===== src/rtl/booth_pkg.sv =====
// booth_pkg: shared state encodings and default width for the Booth operand sequencer.
//   ST_IDLE..ST_HOLD : 3-bit FSM state encodings
//   BOOTH_WIDTH      : default operand width
package booth_pkg;
   typedef enum logic [2:0] {
      ST_IDLE   = 3'd0,
      ST_LOAD_M = 3'd1,
      ST_LOAD_Q = 3'd2,
      ST_RUN    = 3'd3,
      ST_HOLD   = 3'd4
   } state_t;
   localparam int BOOTH_WIDTH = 16;
endpackage


===== src/rtl/booth_seq_watchdog.sv =====
// booth_seq_watchdog: counts RUN cycles and flags the cycle on which the timeout is reached.
//   clk, rst_n : clock, asynchronous active-low reset
//   clr        : clear the counter (asserted on the cycle before RUN is entered)
//   en         : count this cycle (asserted while in RUN)
//   expired    : high during the TIMEOUT_CYCLES-th consecutive RUN cycle
module booth_seq_watchdog #(
   parameter int TIMEOUT_CYCLES = 64,
   parameter int CNT_W          = 7
) (
   input  logic clk,
   input  logic rst_n,
   input  logic clr,
   input  logic en,
   output logic expired
);
   logic [CNT_W-1:0] cnt;
   always_ff @(posedge clk or negedge rst_n) begin
      if (!rst_n) cnt <= '0;
      else if (clr) cnt <= '0;
      else if (en) cnt <= cnt + CNT_W'(1);
   end
   // cnt holds the number of RUN cycles already completed
   assign expired = en && (cnt == CNT_W'(TIMEOUT_CYCLES - 1));
endmodule


===== src/rtl/booth_operand_sequencer.sv =====
// booth_operand_sequencer: feeds a signed operand pair to a Booth multiplier and returns its product.
//   in_valid/in_ready/in_m/in_q : operand pair input handshake
//   mul_data/mul_start          : drive the multiplier's data_in and start
//   mul_done/mul_a/mul_q        : multiplier completion and product halves
//   out_valid/out_ready         : result handshake; out_prod = {mul_a, mul_q}
//   out_err                     : result aborted by watchdog
//   Optional watchdog enabled by defining BOOTH_SEQ_TIMEOUT_EN.
module booth_operand_sequencer
   import booth_pkg::*;
#(
   parameter int WIDTH          = BOOTH_WIDTH,
   parameter int TIMEOUT_CYCLES = 64,
   parameter int CNT_W          = 7
) (
   input  logic               clk,
   input  logic               rst_n,
   input  logic               in_valid,
   output logic               in_ready,
   input  logic [WIDTH-1:0]   in_m,
   input  logic [WIDTH-1:0]   in_q,
   output logic [WIDTH-1:0]   mul_data,
   output logic               mul_start,
   input  logic               mul_done,
   input  logic [WIDTH-1:0]   mul_a,
   input  logic [WIDTH-1:0]   mul_q,
   output logic               out_valid,
   input  logic               out_ready,
   output logic [2*WIDTH-1:0] out_prod,
   output logic               out_err
);
   state_t state, state_n;
   logic [WIDTH-1:0] m_reg, q_reg;
   logic accept, capture, abort, expired;

   if (CNT_W < $clog2(TIMEOUT_CYCLES + 1)) begin : g_bad_cnt_w
      $error("CNT_W too small for TIMEOUT_CYCLES");
   end

   always_ff @(posedge clk or negedge rst_n) begin
      if (!rst_n) state <= ST_IDLE;
      else state <= state_n;
   end

   always_ff @(posedge clk or negedge rst_n) begin
      if (!rst_n) begin
         m_reg <= '0;
         q_reg <= '0;
      end else if (accept) begin
         m_reg <= in_m;
         q_reg <= in_q;
      end
   end

   always_ff @(posedge clk or negedge rst_n) begin
      if (!rst_n) out_prod <= '0;
      else if (capture) out_prod <= {mul_a, mul_q};
      else if (abort) out_prod <= '0;
   end

   // outputs decode straight from state so an async reset drops mul_start at once
   always_comb begin
      state_n   = state;
      accept    = 1'b0;
      capture   = 1'b0;
      abort     = 1'b0;
      in_ready  = state == ST_IDLE;
      out_valid = state == ST_HOLD;
      mul_start = state inside {ST_LOAD_M, ST_LOAD_Q, ST_RUN};
      mul_data  = state == ST_LOAD_M ? m_reg :
                  (state == ST_LOAD_Q || state == ST_RUN) ? q_reg : '0;
      case (state)
         ST_IDLE: if (in_valid) begin
            accept  = 1'b1;
            state_n = ST_LOAD_M;
         end
         ST_LOAD_M: state_n = ST_LOAD_Q;
         ST_LOAD_Q: state_n = ST_RUN;
         ST_RUN: begin
            // a done arriving on the timeout cycle still wins
            capture = mul_done;
            abort   = !mul_done && expired;
            if (mul_done || expired) state_n = ST_HOLD;
         end
         ST_HOLD: if (out_ready) state_n = ST_IDLE;
         default: state_n = ST_IDLE;
      endcase
   end

`ifdef BOOTH_SEQ_TIMEOUT_EN
   logic err_reg;
   booth_seq_watchdog #(
      .TIMEOUT_CYCLES(TIMEOUT_CYCLES),
      .CNT_W(CNT_W)
   ) u_watchdog (
      .clk(clk),
      .rst_n(rst_n),
      .clr(state == ST_LOAD_Q),
      .en(state == ST_RUN),
      .expired(expired)
   );
   always_ff @(posedge clk or negedge rst_n) begin
      if (!rst_n) err_reg <= 1'b0;
      else if (capture) err_reg <= 1'b0;
      else if (abort) err_reg <= 1'b1;
   end
   assign out_err = err_reg;
`else
   assign expired = 1'b0;
   assign out_err = 1'b0;
`endif
endmodule


===== config.mk =====
export PLATFORM = sky130hd
export DESIGN_NAME = booth_operand_sequencer
export DESIGN_NICKNAME = d
export VERILOG_FILES = /design/src/rtl/booth_pkg.sv /design/src/rtl/booth_seq_watchdog.sv /design/src/rtl/booth_operand_sequencer.sv
export SDC_FILE = /design/constraint.sdc
export NUM_CORES = 1
export LEC_CHECK = 0
export ABC_AREA = 1
export ABC_CLOCK_PERIOD_IN_PS = 2850
export CAP_MARGIN = 30
export CELL_PAD_IN_SITES_DETAIL_PLACEMENT = 0
export CELL_PAD_IN_SITES_GLOBAL_PLACEMENT = 1
export CORE_ASPECT_RATIO = 0.8
export CORE_MARGIN = 4
export CORE_UTILIZATION = 33
export DETAILED_ROUTE_END_ITERATION = 6
export PLACE_DENSITY_LB_ADDON = 0.1
export SLEW_MARGIN = 20
export SYNTH_ARGS = -nofsm -noshare
export SYNTH_HDL_FRONTEND = slang
export SYNTH_SLANG_ARGS = --single-unit

===== constraint.sdc =====
create_clock -name clk -period 2.85 [get_ports clk]
set_input_delay 0.57 -clock clk [delete_from_list [all_inputs] [get_ports clk]]
set_output_delay 0.57 -clock clk [all_outputs]
set_load 0.03 [all_outputs]

==> results.md <==
- Gr ovfl total: 0
- Max Cap Viol: 0
- Slew Limit Fails: 0
- Reg clk slew, reported paths: 0.07 ns
- Slew @ Worst Pin: 0.805 ns
- CTS Buf Count: 9
- Die Wd: 113 µm
- CTS tree: yes
- Initial antenna violation count: 0
- Largest cells by area after synthesis: dfrtp_1 (57%), nand2_1 (13%), nand3_1 (8.6%)
- Clock tree root buffer cell: clkbuf_8
- Critical path class: register to output port
- Power Density: 1110 nW/µm²
- HPWL after DPL: 5580 µm
- Mapped cell area: 2920 µm²
- Antenna Nets Post-Route: 0
- Top post-synthesis cells by count: nand2_1 (100), dfrtp_1 (67), inv_1 (53)
- Share of synthesized flip-flops with an asynchronous set or reset: 100%
- Dpl cell area: 4210 µm²
- Sequential fraction of the synthesis area: 57.3%
- I/O Pins: 121
- Reg area: 1680 µm²
- Crit path DAT: 2.07 ns
- Worst Clk Skew: 0.00901 ns
- Maximum number of pins on one net before global-route repair: 49
- Top_reg_cell synth: dfrtp_1
- Fin nets: 536
- Setup TNS: 0 ns
- Slowest CP cell: clkdlybuf4s50_1
- Layout cells sized above 1: 6.16%
- Antenna diodes: 0
- Die Span Y: 92.2 µm
- Most common cell in the netlist: nand2_1
- Post-CTS Hold Buffers: 0
- Port Buffers: 119
- CP Capture Type: output port
- Warnings from Yosys: 0
- # DRC: 0
- Post-synth cell types: 21
- # fillers: 841
- Post-route clock period utilization: 92.6%
- FF+latch count, synth: 67
- Clock Latency Late Sink: 0.34 ns
- Post-synth EDFFs: 0
- Critical-path maximum fanout: 18
- LEAKAGE: 2.19 nW
- Total number of H-tree levels: 3
- DIE AREA: 10,400 µm²
- Unrepaired setup endpoints after global routing: false
- Finished Cell Area: 4380 µm²
- Hold Path Class: input port to asynchronous set/reset pin
- Slew Limit Headroom: 46.3%
- Initial DRC Count: 166
- Hold Violations, Final: 0
- DR vias: 2,604
- Max rail drop VDD: 0.000591 V
- Core Area: 8560 µm²
- Placer Congestion: 0.737
- DR WL/cell: 13.5 µm
- Syn Area/Cell: 8.31 µm²
- Startpoint Class: register
- DR vias/cell: 4.47
- Post-synth top area share: 57.3%
- Gate Count Post-Synth: 352
- Mapped Nets: 421
- Crit-path cells: inv_1, nand3_4, o21ai_0, clkdlybuf4s50_1
- Largest area contributor in the netlist: dfrtp_1
- First-pass GRT wire length: 13,400 µm
- Critical path's top delay family: buffers and inverters
- Clk buf depth: 2
- Outcome: finished clean
- Area occupied by multi-input gates: 951 µm²
- Rows: 30
- Max reg flops: 32
- Clock sinks: 67
- Setup bufs post-CTS: 0
- DRT Wirelength: 7870 µm
- Final min period: 2.64 ns
- Overall power: 4.86 mW
- Worst path max stage delay: 0.70 ns
- First-pass DRT Iterations: 5
- GRT Total Usage: 16.2%
- Max Freq: 0.379 GHz
- Crit path buffers/inverters: 2
- Worst EP required: 2.28 ns
- Initial Util: 34.2%
- Number of global-route vias before repair: 2,630
- Setup Viol. Count Final: 0
- Area delta synth->final: 49.9%
-- per-layer routing --
metal	global-route usage [%]	share of wire, %	vias up
met2	23.7	44	74
met5	0	0	-
met3	5.87	7.8	10
li1	-	-	1319
met4	5.11	1.3	0
met1	22.3	47	1201
-- where the power goes --
group	total, mW	internal (mW)	leakage (nW)	switching [mW]
Sequential	1.63	1.39	0.841	0.240
Combinational	2.57	1.00	1.26	1.57
Clock	0.666	0.331	0.0860	0.335
-- layout by cell type (no fill, tap or decap), drive strengths merged --
| cell | n |
|---|---|
| clkdlybuf4s50 | 113 |
| nand2 | 101 |
| dfrtp | 67 |
| inv | 54 |
| nand3 | 52 |
| o21ai | 49 |
| clkbuf | 12 |
| buf | 10 |
| nor2 | 4 |
| clkinv | 3 |
| dlymetal6s2s | 2 |
| nor3 | 1 |
| a21oi | 1 |
| o211ai | 1 |
| conb | 1 |
-- timing repair --
item	in CTS	in global routing
resized for setup	1	2
endpoints found under the setup margin	2	2
endpoints found under the hold margin	0	0
-- through the flow --
stage | std cells | setup WS (ns) | utilization, % | hold WS, ns
3_3_place_gp | 568 | 0.397 | 49.2 | 0.452
2_1_floorplan | 352 | 0.730 | - | 0.274
4_1_cts | 583 | 0.126 | 51.2 | 0.334
6_report | 583 | 0.212 | 51.2 | 0.319
3_5_place_dp | 568 | 0.355 | 49.2 | 0.458
5_1_grt | 583 | 0.0401 | 51.2 | 0.377
-- layout make-up --
cell class,instances,area share [%]
inverter,54,4.62
multi-input combinational,210,21.7
tap,112,3.20
clock inverter,3,0.342
sequential,67,38.2
timing repair buffer,125,28.6
clock buffer,12,3.31
-- final timing paths --
path / start / slack, ns / to / depth (start not counted)
max: state[1]$_DFFE_PN0P_ / 0.21 / mul_data[13] / 4
min: rst_n / 0.32 / m_reg[2]$_DFFE_PN0P_ / 1
max reg2reg: state[1]$_DFFE_PN0P_ / 1.22 / out_prod[11]$_DFFE_PN0P_ / 6
min reg2reg: out_prod[23]$_DFFE_PN0P_ / 0.47 / out_prod[23]$_DFFE_PN0P_ / 2
max in group asynchronous: rst_n / 1.87 / q_reg[13]$_DFFE_PN0P_ / 2
min in group clk: out_prod[23]$_DFFE_PN0P_ / 0.47 / out_prod[23]$_DFFE_PN0P_ / 2
-- logic make-up after synthesis --
| kind of cell | Yosys count | share of synthesized area [%] |
|---|---|---|
| AOI/OAI and AO/OA | 51 | 8.81 |
| buffers and inverters | 75 | 10.4 |
| DFF | 67 | 57.3 |
| other | 1 | 0.128 |
| and+or+nand+nor | 158 | 23.3 |
-- worst reg2reg max path, delay by kind of cell (launching register included) --
kind                   cells  cell delay [ns]
flip-flops                 1             0.35
buffers and inverters      1             0.25
AND/OR/NAND/NOR            5             0.91
Note: power is estimated with default switching activity, not from simulation.
